`src/rtl/exon_bus_if.sv`:
```
// exon_bus_if: shared-bus control, data and status signals between a controller and the datapath
interface exon_bus_if #(
    parameter int WIDTH = 8
);
    logic             ena;
    logic             enb;
    logic             enc;
    logic             eni;
    logic             lda;
    logic             ldb;
    logic             ldc;
    logic [WIDTH-1:0] inData;
    logic [WIDTH-1:0] rega;
    logic [WIDTH-1:0] regb;
    logic [WIDTH-1:0] regc;
    logic [WIDTH-1:0] zbus;
    logic             conflict;

    modport master (
        output ena, enb, enc, eni, lda, ldb, ldc, inData,
        input  rega, regb, regc, zbus, conflict
    );

    modport slave (
        input  ena, enb, enc, eni, lda, ldb, ldc, inData,
        output rega, regb, regc, zbus, conflict
    );
endinterface

```
`src/rtl/exon_bus.sv`:
```
// exon_bus: single shared bus with three general registers and an external input source
module exon_bus #(
    parameter int WIDTH = 8
) (
    input  logic       clk,
    input  logic       rst_n,
    exon_bus_if.slave  bus
);
    logic [WIDTH-1:0] rega_q, regb_q, regc_q;
    logic [WIDTH-1:0] rega_d, regb_d, regc_d;
    logic [WIDTH-1:0] zbus_w;

    // priority bus mux: inData beats A beats B beats C; idle bus reads zero
    always_comb begin
        zbus_w = bus.eni ? bus.inData :
                 bus.ena ? rega_q :
                 bus.enb ? regb_q :
                 bus.enc ? regc_q : '0;
    end

    // each selected register captures the pre-edge bus value
    always_comb begin
        rega_d = bus.lda ? zbus_w : rega_q;
        regb_d = bus.ldb ? zbus_w : regb_q;
        regc_d = bus.ldc ? zbus_w : regc_q;
    end

    // register bank; rst_n is active high and overrides every load
    always_ff @(posedge clk) begin
        if (rst_n) begin
            rega_q <= '0;
            regb_q <= '0;
            regc_q <= '0;
        end else begin
            rega_q <= rega_d;
            regb_q <= regb_d;
            regc_q <= regc_d;
        end
    end

    assign bus.zbus     = zbus_w;
    assign bus.conflict = (32'(bus.eni) + 32'(bus.ena) + 32'(bus.enb) + 32'(bus.enc)) > 32'd1;
    assign bus.rega     = rega_q;
    assign bus.regb     = regb_q;
    assign bus.regc     = regc_q;
endmodule

```
`src/flat_wrapper.sv`:
```
// flat-port wrapper written by rule: the top's interface ports become plain ports
module exon_bus_flat 
#(
    parameter int WIDTH = 8
)
  (clk, rst_n, bus_ena, bus_enb, bus_enc, bus_eni, bus_lda, bus_ldb, bus_ldc, bus_inData, bus_rega, bus_regb, bus_regc, bus_zbus, bus_conflict);
  exon_bus_if #(.WIDTH(WIDTH)) bus_i ();
  input  logic clk;
  input  logic rst_n;
  input wire logic [$bits(bus_i.ena)-1:0] bus_ena;
  input wire logic [$bits(bus_i.enb)-1:0] bus_enb;
  input wire logic [$bits(bus_i.enc)-1:0] bus_enc;
  input wire logic [$bits(bus_i.eni)-1:0] bus_eni;
  input wire logic [$bits(bus_i.lda)-1:0] bus_lda;
  input wire logic [$bits(bus_i.ldb)-1:0] bus_ldb;
  input wire logic [$bits(bus_i.ldc)-1:0] bus_ldc;
  input wire logic [$bits(bus_i.inData)-1:0] bus_inData;
  output wire logic [$bits(bus_i.rega)-1:0] bus_rega;
  output wire logic [$bits(bus_i.regb)-1:0] bus_regb;
  output wire logic [$bits(bus_i.regc)-1:0] bus_regc;
  output wire logic [$bits(bus_i.zbus)-1:0] bus_zbus;
  output wire logic [$bits(bus_i.conflict)-1:0] bus_conflict;
  assign bus_i.ena = bus_ena;
  assign bus_i.enb = bus_enb;
  assign bus_i.enc = bus_enc;
  assign bus_i.eni = bus_eni;
  assign bus_i.lda = bus_lda;
  assign bus_i.ldb = bus_ldb;
  assign bus_i.ldc = bus_ldc;
  assign bus_i.inData = bus_inData;
  assign bus_rega = bus_i.rega;
  assign bus_regb = bus_i.regb;
  assign bus_regc = bus_i.regc;
  assign bus_zbus = bus_i.zbus;
  assign bus_conflict = bus_i.conflict;
  exon_bus #(.WIDTH(WIDTH)) u_core (.clk(clk), .rst_n(rst_n), .bus(bus_i));
endmodule
```
`config.mk`:
```
export PLATFORM = sky130hd
export DESIGN_NAME = exon_bus_flat
export DESIGN_NICKNAME = d
export VERILOG_FILES = /design/src/rtl/exon_bus_if.sv /design/src/rtl/exon_bus.sv /design/src/flat_wrapper.sv
export SDC_FILE = /design/constraint.sdc
export NUM_CORES = 1
export LEC_CHECK = 0
export ABC_AREA = 1
export BUFFER_PORTS_ARGS = -buffer_cell sky130_fd_sc_hd__buf_2
export CAP_MARGIN = 10
export CORE_ASPECT_RATIO = 2
export CORE_MARGIN = 10
export CORE_UTILIZATION = 50
export DETAILED_ROUTE_END_ITERATION = 12
export MAX_ROUTING_LAYER = met4
export PLACE_DENSITY = 0.78
export SKIP_CTS_REPAIR_TIMING = 1
export SLEW_MARGIN = 40
export SYNTH_ARGS = -nofsm -noshare
export SYNTH_HDL_FRONTEND = slang
export SYNTH_SLANG_ARGS = --single-unit
```
`constraint.sdc`:
```
create_clock -name clk -period 1.5 [get_ports clk]
set_input_delay 0 -clock clk [delete_from_list [all_inputs] [get_ports clk]]
set_output_delay 0 -clock clk [all_outputs]
set_load 0.03 [all_outputs]
```
# --- Word-level counts from Yosys, hierarchy flattened ---
# Cells that the tools add are included.
totals:
  inputBits: 17
  wordCells: 11
  register_bits: 24
classes:
  order_cmp: 1
  mux: 4
  n_addsub: 3
op_table:
  columns: ["op", "n"]
  rows:
  - ["32-bit by 1-bit adder with 32-bit output", 2]
  - ["32-bit by 1-bit greater-than comparator with 1-bit output, second input constant", 1]
  - ["8-bit 2-to-1 mux", 4]
  - ["1-bit by 1-bit adder with 2-bit output", 1]

# --- Logic depth before layout (Yosys ltp) ---
# Gate-level depths: netlist (run 1).
logic_depth:
  depth_word: 4
  ltp_mapped: 8
  ltp_nobuf: 7

# --- Least setup slack after synthesis (run 1) ---
# Ideal clock, no wire load.
synth_timing:
  path_kind: "reg-to-output"
  start: "register u_core.rega_q[1] (netlist: u_core.bus.rega[1])"
  end: "output port bus_zbus[1]"
  path_slack_ns: 0.483
  stages_incl_launch_ff: 5
  t_arrival_ns: 1.017
  t_required_ns: 1.500
  cell_sequence: "dfxtp_1 inv_1 a21oi_2 nand2_2 nand2_1"
synth_between:
  elab_chain_len: 2
synth_lines:
  columns: ["element", "line", "rtl"]
  rows:
  - ["start: declaration", "exon_bus.sv:9", "logic [WIDTH-1:0] rega_q, regb_q, regc_q;"]
  - ["start signal: assignment", "exon_bus.sv:35", "rega_q <= rega_d;"]
  - ["8-bit 2-to-1 mux", "exon_bus.sv:16", "bus.ena ? rega_q :"]
  - ["8-bit 2-to-1 mux", "exon_bus.sv:15", "zbus_w = bus.eni ? bus.inData :"]
  - ["end: declaration", "flat_wrapper.sv:21", "output wire logic [$bits(bus_i.zbus)-1:0] bus_zbus;"]
# No other way between the ends.

# --- Worst setup path in the final report (run 1) ---
layout_timing:
  start: "register u_core.regc_q[0] (netlist: u_core.bus.regc[0])"
  end: "output port bus_zbus[0]"
layout_between:
  elab_chain_len: 4
layout_lines:
  columns: ["element", "line", "rtl"]
  rows:
  - ["start: declaration", "exon_bus.sv:9", null]
  - ["start signal: assignment", "exon_bus.sv:37", "regc_q <= regc_d;"]
  - ["8-bit 2-to-1 mux", "exon_bus.sv:18", "bus.enc ? regc_q : '0;"]
  - ["8-bit 2-to-1 mux", "exon_bus.sv:17", "bus.enb ? regb_q :"]
  - ["8-bit 2-to-1 mux", "exon_bus.sv:16", null]
  - ["8-bit 2-to-1 mux", "exon_bus.sv:15", null]
# No other way between the ends.

==> results.md, run 1 <==
- DRT Pass-1 Iters: 5
- CTS buffer count: 3
- Critical path arrival: 1.16 ns
- Final min period: 1.16 ns
- Die area: 5530 um^2
- Die Wd: 57.8 um
- Commonest non-fill, non-tap cell in the layout: buf_2
- CP Capture Type: output port
- CP startpoint kind: flop
- Buffers on Ports: 49
- Setup tns final: 0 ns
- Max Freq: 863 MHz
- Via count: 1499
- FF-to-FF setup slack: 0.58 ns
- TritonCTS clock tree: built
- Initial Util: 52.3%
- Synth Instances: 218
- Clock Path Buffers: 2
- Worst r2r dst: u_core.bus.regb[0]
- Post-route clock period utilization: 77.3%
- Syn Nets: 237
- Hold path start: bus_inData[6]
- Clock Latency Late Sink: 0.27 ns
- DP Area: 1610 um^2
- Vias in the first global route: 1460
- Final hold slack: 0.0856 ns
- Most frequent cells in the layout: buf_2 (49), nand2_1 (48), inv_1 (33)
- Seq/Total Area, Yosys: 33.6%
- Final Hold Fails: 0
- Area Overhead vs Synth: 16.5%
- Worst Skew: 0.000931 ns
- I/O pins: 50
- N_diodes: 0
- Worst Reg-to-Reg Cells: 6
- Avg Cell Area, Syn: 6.56 um^2
- Distinct cells, synth: 16
- Initial DRC count: 24
- Worst r2r src: u_core.bus.regb[0]
- Area leader, netlist: dfxtp_1
- H-tree levels: 1
- Setup Viol. Count Final: 0
- Worst hold endpoint: u_core.bus.regb[6]
- Yosys reg bits: 24
- Post-route cell area: 1670 um^2
- Total power: 1.66 mW
- DR WL/cell: 13.8 um
- ANT nets after route: 0
- Max-slew headroom: 69.2%
- Status: finished, final reports clean
- Top cell type's share of synthesized area: 33.6%
- Synth area leaders: dfxtp_1 (34%), nand2_1 (13%), nand3_1 (11%)
- Post-DP HPWL: 2.81 mm
- # clock sinks: 24
- Largest net degree at the start of global routing: 25
- Share of layout cells above drive strength 1: 28.5%
- Leakage: 1.01 nW
- MaxCap Viol Count: 0
- Residual DRC: 0
- Rows: 27
- Finished Core Util: 60.9%
- Pins over their slew limit: 0
- Worst min-delay path category: in -> reg
- Core footprint: 2740 um^2
- Worst setup path start: u_core.bus.regc[0]
- Global-route wire length before repair: 6.44 mm
- Clock Pin Slew Worst Setup and Hold Paths: 0.09 ns
- Critical path fanouts, max: 4
- Total congestion overflow: 0
- Die height: 95.6 um
- Setup Crit Path Kind: reg -> out
- Synth Warn #: 0
- CTS Root Cell: clkbuf_8
- Placer Congestion: 0.812
- PwrDens: 999 nW/um^2
- Unrepaired setup endpoints after global routing: false
- Worst Path Required: 1.50 ns
- Worst vdd ir: 0.693 mV
- Avg Vias per Cell: 5.19
- Post-layout nets: 280
- Synthesized area: 1430 um^2
- Hold Path Stages: 5
- Total GRT Usage: 14.5%
- Drt total wl: 4.00 mm
- Initial antenna violation count: 0
- Worst-Margin Slew: 0.462 ns
==> logic make-up (layout without fill, tap and decap cells) <==
kind of cell / after synthesis / in the layout / share of synthesized area [%]
and+or+nand+nor: 120 / 120 / 35.7
AOI/OAI and AO/OA: 25 / 25 / 11.6
adders and majority gates: 2 / 2 / 1.75
DFF: 24 / 24 / 33.6
buffers and inverters: 47 / 89 / 17.3
==> registers in the layout, indices dropped and copies added, names as in the netlist <==
name / count
u_core.bus.rega: 8
u_core.bus.regc: 8
u_core.bus.regb: 8
==> layer usage <==
metal	vias to the layer above	track usage [%]	wire, um
met2	54	25.7	2080
met3	5	3.86	312
met4	0	6.10	49
li1	759	-	-
met1	681	14.4	1560
met5	-	-	0
==> critical path: stages, from the launching register on <==
cell,delay (ns)
dfxtp_1,0.37
nand3_1,0.08
nand2_1,0.10
nand2_2,0.08
nand2_1,0.06
buf_2,0.19
==> cell usage after synthesis <==
master	n
dfxtp_1	24
nand2_2	8
a211o_1	1
nand2_1	48
a21oi_2	10
buf_6	3
inv_1	33
nor2_1	32
ha_1	2
nand3_1	32
buf_12	1
inv_6	1
a21oi_1	14
buf_4	7
buf_2	1
clkbuf_1	1
==> power by group <==
group / leakage (nW) / switching, mW / internal, mW
registers: 0.199 / 0.0333 / 0.685
logic: 0.784 / 0.350 / 0.151
clock network: 0.0288 / 0.211 / 0.234
==> cell type report <==
class | count | area [um^2]
timing repair buffer | 51 | 260
multi-input combinational | 147 | 702
clock buffer | 4 | 55.1
fill | 287 | 1070
sequential | 24 | 480
tap | 29 | 36.3
inverter | 34 | 133
==> worst max-delay path by stage <==
stage	end	slack, ns	cells past startpoint
after detailed placement	bus_conflict	0.36	5
final	bus_zbus[0]	0.34	5
after floorplan	bus_zbus[1]	0.48	4
after global placement	bus_conflict	0.40	5
after CTS	bus_zbus[0]	0.33	5
after global routing	bus_zbus[0]	0.23	5
==> metrics by stage <==
stage               setup WS, ns  cells
global placement           0.396    285
finish                     0.341    289
global route               0.232    289
CTS                        0.329    289
floorplan                  0.483    218
detailed placement         0.360    285
Power figures use the tool's default switching activity.
==> run 2, diff against run 1 <==
--- a/config.mk
+++ b/config.mk
@@ -10,10 +10,10 @@
 export CAP_MARGIN = 10
 export CORE_ASPECT_RATIO = 2
 export CORE_MARGIN = 10
-export CORE_UTILIZATION = 50
+export CORE_UTILIZATION = 44
 export DETAILED_ROUTE_END_ITERATION = 12
 export MAX_ROUTING_LAYER = met4
-export PLACE_DENSITY = 0.78
+export PLACE_DENSITY = 0.73
 export SKIP_CTS_REPAIR_TIMING = 1
 export SLEW_MARGIN = 40
 export SYNTH_ARGS = -nofsm -noshare
==> constraint.sdc (replaced) <==
create_clock -name clk -period 0.97 [get_ports clk]
set_input_delay 0 -clock clk [delete_from_list [all_inputs] [get_ports clk]]
set_output_delay 0 -clock clk [all_outputs]
set_load 0.03 [all_outputs]
==> results.md, run 2 (synthesis gave the netlist of run 1 again) <==
- Leakage: 1.14 nW (was 1.01 nW)
- Most frequent cells in the layout: nand2_1 (40), buf_2 (38), nor2_1 (32) (was buf_2 (49), nand2_1 (48), inv_1 (33))
- Worst Skew: 0.00231 ns (was 0.000931 ns)
- Worst min-delay path category: in -> reg (unchanged)
- PwrDens: 1390 nW/um^2 (was 999 nW/um^2)
- Clock power share: 24.9% (was 26.8%)
- Initial DRC count: 67 (was 24)
- Post-route cell area: 2000 um^2 (was 1670 um^2)
- Post-DP HPWL: 2.88 mm (was 2.81 mm)
- Total GRT Usage: 13.6% (was 14.5%)
- Worst-Margin Slew: 0.346 ns (was 0.462 ns)
- Final Hold Fails: 0 (unchanged)
- Core footprint: 3160 um^2 (was 2740 um^2)
- Worst Path Required: 0.97 ns (was 1.50 ns)
- Gate power share: 34.6% (was 30.1%)
- Global-route wire length before repair: 6.39 mm (was 6.44 mm)
- CTS Root Cell: clkbuf_8 (unchanged)
- Max Freq: 901 MHz
- DR WL/cell: 13.8 um (about the same)
- Register share of total power: 40.6% (was 43.1%)
- Setup tns final: -1.04 ns (was 0 ns)
- Die Wd: 60.3 um (was 57.8 um)
- MaxCap Viol Count: 0 (unchanged)
- Worst setup path start: u_core.bus.regb[2] (was u_core.bus.regc[0])
- Status: finished, violations left (was finished, final reports clean)
- Int Pwr: 1.80 mW (was 1.07 mW)
- Post-route clock period utilization: 114%
- # clock sinks: 24 (unchanged)
- Setup Crit Path Kind: reg -> out (unchanged)
- Via count: 1574 (was 1499)
- Unrepaired setup endpoints after global routing: true (was false)
- Finished Core Util: 63.4% (was 60.9%)
- H-tree levels: 1 (unchanged)
- CP max stage cell: dfxtp_2 (was dfxtp_1)
- Placer Congestion: 0.775 (was 0.812)
- N_diodes: 0 (unchanged)
- Avg Vias per Cell: 5.09 (was 5.19)
- Critical path fanouts, max: 3 (was 4)
- Worst vdd ir: 1.08 mV (was 0.693 mV)
- Crit-path cells: a21oi_2 > nand2_1 > nand2_2 > nand2_2 > buf_6 (was nand3_1 > nand2_1 > nand2_2 > nand2_1 > buf_2)
- Clock Latency Late Sink: 0.27 ns (about the same)
- Initial antenna violation count: 0 (unchanged)
- CTS buffer count: 3 (unchanged)
- Vias in the first global route: 1437 (was 1460)
- Net load switching power: 0.972 mW (was 0.595 mW)
- CP startpoint kind: flop (unchanged)
- Max-slew headroom: 76.9% (was 69.2%)
- Die height: 101 um (was 95.6 um)
- Critical path arrival: 1.11 ns (was 1.16 ns)
- Clock Path Buffers: 2 (unchanged)
- Buffers on Ports: 49 (unchanged)
- Residual DRC: 0 (unchanged)
- DP Area: 1670 um^2 (was 1610 um^2)
- I/O pins: 50 (unchanged)
- Commonest non-fill, non-tap cell in the layout: nand2_1 (was buf_2)
- Final min period: 1.11 ns
- Largest net degree at the start of global routing: 25 (unchanged)
- Switching share of power: 35.0% (was 35.7%)
- Rows: 29 (was 27)
- Area Overhead vs Synth: 39.9% (was 16.5%)
- DRT Pass-1 Iters: 4 (was 5)
- Share of layout cells above drive strength 1: 49.3% (was 28.5%)
- Drt total wl: 4.25 mm (was 4.00 mm)
- Hold path start: bus_inData[7] (was bus_inData[6])
- CP Capture Type: output port (unchanged)
- CP peak stage delay: 0.33 ns (was 0.37 ns)
- Failing checks: setup timing
- ANT nets after route: 0 (unchanged)
- Post-layout nets: 298 (was 280)
- Pins over their slew limit: 0 (unchanged)
- TritonCTS clock tree: built (unchanged)
- FF-to-FF setup slack: -0.04 ns (was 0.58 ns)
- Die area: 6070 um^2 (was 5530 um^2)
- Total congestion overflow: 0 (unchanged)
- Most used cell, CP: nand2_2 (was nand2_1)
- Worst r2r src: u_core.bus.regb[4] (was u_core.bus.regb[0])
- Clock Pin Slew Worst Setup and Hold Paths: 0.08 ns (was 0.09 ns)
- Setup WS post-layout: -0.140 ns (was 0.341 ns)
- Setup Viol. Count Final: 18 (was 0)
- Final hold slack: 0.0942 ns (was 0.0856 ns)
- Initial Util: 45.3% (was 52.3%)
==> run 2: worst paths after layout <==
| kind | end | cells past startpoint |
|---|---|---|
| max | bus_zbus[2] | 5 |
| min | u_core.bus.regc[7] | 5 |
| max reg2reg | u_core.bus.regc[4] | 7 |
| min reg2reg | u_core.bus.rega[1] | 4 |
==> run 2: through the flow <==
stage	cells	power, mW	worst slack (ns)
after detailed placement	290	1.94	-0.165
after floorplan	218	1.73	-0.00650
after global routing	309	2.92	-0.200
after CTS	294	2.62	-0.191
after global placement	290	1.93	-0.139
final	309	2.77	-0.140
==> run 2: layer usage <==
layer	track usage [%]	vias up	share of wire, %
li1	-	791	-
met1	14.4	725	40
met2	23.0	51	51
met3	2.90	7	7.4
met4	5.73	0	1.7
met5	-	-	0
==> run 2: critical path, delay by kind of cell, from the launching register on <==
kind / cells / cell delay (ns)
flops: 1 / 0.33
simple gates: 3 / 0.24
compound gates: 1 / 0.13
buf+inv: 1 / 0.14
==> run 2: power groups by stage <==
stage	sequential, mW	combinational (mW)	clock [mW]
3_3_place_gp	1.14	0.790	0
3_5_place_dp	1.14	0.797	0
2_1_floorplan	1.28	0.452	0
5_1_grt	1.13	1.04	0.746
4_1_cts	1.12	0.799	0.701
6_report	1.13	0.959	0.690
==> run 2: cell type report <==
class                           instances  area [um^2]
Fill cell                             296         1160
Multi-Input combinational cell        147          777
Sequential cell                        24          509
Timing Repair Buffer                   69          488
Inverter                               34          133
Clock buffer                            4         55.1
Tap cell                               31         38.8
==> run 3, diff against run 2 <==
--- a/config.mk
+++ b/config.mk
@@ -11,9 +11,11 @@
 export CORE_ASPECT_RATIO = 2
 export CORE_MARGIN = 10
 export CORE_UTILIZATION = 44
+export CTS_CLUSTER_SIZE = 14
 export DETAILED_ROUTE_END_ITERATION = 12
 export MAX_ROUTING_LAYER = met4
 export PLACE_DENSITY = 0.73
+export SETUP_SLACK_MARGIN = 0.02
 export SKIP_CTS_REPAIR_TIMING = 1
 export SLEW_MARGIN = 40
 export SYNTH_ARGS = -nofsm -noshare
==> results.md, run 3 (synthesis gave the netlist of run 1 again) <==
- Share of layout cells above drive strength 1: 52.5% (was 49.3%)
- CTS buffer count: 3 (unchanged)
- Worst-Margin Slew: 0.377 ns (was 0.346 ns)
- Post-route clock period utilization: 115% (was 114%)
- Initial DRC count: 24 (was 67)
- Final min period: 1.11 ns (about the same)
- Hold path start: bus_inData[2] (was bus_inData[7])
- Core footprint: 3160 um^2 (unchanged)
- DRT Pass-1 Iters: 4 (unchanged)
- Residual DRC: 0 (unchanged)
- Setup Crit Path Kind: reg -> out (unchanged)
- Finished Core Util: 64.7% (was 63.4%)
- Largest net degree at the start of global routing: 25 (unchanged)
- Max-slew headroom: 74.9% (was 76.9%)
- Area Overhead vs Synth: 42.8% (was 39.9%)
- Buffers on Ports: 49 (unchanged)
- Setup WS pre-CTS: -0.152 ns (was -0.165 ns)
- Status: finished, violations left (unchanged)
- Pins over their slew limit: 0 (unchanged)
- Placer Congestion: 0.784 (was 0.775)
- Failing checks: setup timing (unchanged)
- TritonCTS clock tree: built (unchanged)
- DR WL/cell: 14.3 um (was 13.8 um)
- Commonest non-fill, non-tap cell in the layout: nand2_1 (unchanged)
- # clock sinks: 24 (unchanged)
- Worst min-delay path category: in -> reg (unchanged)
- CTS Root Cell: clkbuf_8 (unchanged)
- MaxCap Viol Count: 0 (unchanged)
- Setup WS post-layout: -0.143 ns (was -0.140 ns)
- Initial Util: 45.3% (unchanged)
- Worst hold endpoint: u_core.bus.regb[2] (was u_core.bus.regc[7])
- Area of the multi-input gates: 816 um^2 (was 777 um^2)
- Worst Path Required: 0.97 ns (about the same)
- Worst vdd ir: 1.14 mV (was 1.08 mV)
- Worst r2r src: u_core.bus.regb[5] (was u_core.bus.regb[4])
- Critical path arrival: 1.11 ns (about the same)
- Post-DP HPWL: 2.94 mm (was 2.88 mm)
- Unrepaired setup endpoints after global routing: true (unchanged)
- I/O pins: 50 (unchanged)
- Worst Skew: 0.00600 ns (was 0.00231 ns)
- Most frequent cells in the layout: nand2_1 (40), buf_2 (38), nor2_1 (32) (unchanged)
- N_diodes: 0 (unchanged)
- Rows: 29 (unchanged)
- Final hold slack: 0.115 ns (was 0.0942 ns)
- Leakage: 1.15 nW (was 1.14 nW)
- CP Capture Type: output port (unchanged)
- Worst Reg-to-Reg Cells: 7 (unchanged)
- Max Freq: 899 MHz (was 901 MHz)
- Avg Vias per Cell: 5.13 (was 5.09)
- Post-layout nets: 296 (was 298)
- Drt total wl: 4.38 mm (was 4.25 mm)
- Clock Path Buffers: 2 (unchanged)
- Global-route wire length before repair: 6.76 mm (was 6.39 mm)
- ANT nets after route: 0 (unchanged)
- Total congestion overflow: 0 (unchanged)
- Die area: 6070 um^2 (unchanged)
- Storage element area: 510 um^2 (was 509 um^2)
- Clock Latency Late Sink: 0.27 ns (about the same)
- H-tree levels: 1 (unchanged)
- Filler instances: 300 (was 296)
- Worst r2r dst: u_core.bus.regb[5] (was u_core.bus.regc[4])
- Via count: 1574 (unchanged)
- Hold Path Stages: 5 (unchanged)
- Clock Pin Slew Worst Setup and Hold Paths: 0.09 ns (was 0.08 ns)
- FF-to-FF setup slack: -0.04 ns (about the same)
- CP startpoint kind: flop (unchanged)
- Critical path fanouts, max: 4 (was 3)
- Initial antenna violation count: 0 (unchanged)
- Die height: 101 um (unchanged)
- Total GRT Usage: 14.1% (was 13.6%)
- Setup Viol. Count Final: 14 (was 18)
- Die Wd: 60.3 um (unchanged)
- Vias in the first global route: 1548 (was 1437)
- PwrDens: 1460 nW/um^2 (was 1390 nW/um^2)
- Final Hold Fails: 0 (unchanged)
[run 3: worst max-delay path by stage]
stage	end	cells past startpoint	start	slack, ns
floorplan	bus_zbus[1]	4	u_core.bus.regb[1]	0.01
global placement	bus_conflict	5	bus_eni	-0.13
detailed placement	bus_conflict	5	bus_eni	-0.15
CTS	bus_zbus[0]	5	u_core.bus.rega[0]	-0.18
global route	bus_zbus[3]	5	u_core.bus.regb[3]	-0.20
finish	bus_zbus[4]	5	u_core.bus.regb[4]	-0.14
[run 3: report_power, final]
| part | internal [mW] | switching (mW) | total (mW) |
|---|---|---|---|
| registers | 1.07 | 0.0536 | 1.13 |
| clock network | 0.551 | 0.332 | 0.883 |
| logic | 0.364 | 0.605 | 0.969 |
[run 3: critical path, stage by stage, from the launching register on]
cell	delay, ns
dfxtp_2	0.34
a21oi_2	0.12
nand2_1	0.08
nand2_2	0.11
nand2_2	0.06
buf_6	0.14
[run 3: area by class of cell]
| class | count | area share, % |
|---|---|---|
| Multi-Input combinational cell | 147 | 40.0 |
| Sequential cell | 24 | 25.0 |
| Timing Repair Buffer | 67 | 23.2 |
| Inverter | 34 | 6.50 |
| Clock buffer | 3 | 2.02 |
| Tap cell | 31 | 1.90 |
| Clock inverter | 1 | 1.47 |
[run 3: metrics by stage]
| step | std cells | TNS [ns] | total power [mW] | instance area [um^2] |
|---|---|---|---|---|
| finish | 307 | -1.05 | 2.98 | 2040 |
| CTS | 294 | -1.40 | 2.82 | 1750 |
| global route | 307 | -2.21 | 3.11 | 2040 |
| detailed placement | 290 | -0.152 | 1.94 | 1680 |
| global placement | 290 | -0.133 | 1.93 | 1680 |
| floorplan | 218 | 0 | 1.74 | 1460 |
[run 3: layer usage]
layer	GRT usage (%)	up-vias	wire [um]
met5	-	-	0
met4	5.56	0	116
met3	2.40	10	230
met2	26.0	44	2420
met1	13.6	732	1610
li1	-	788	-
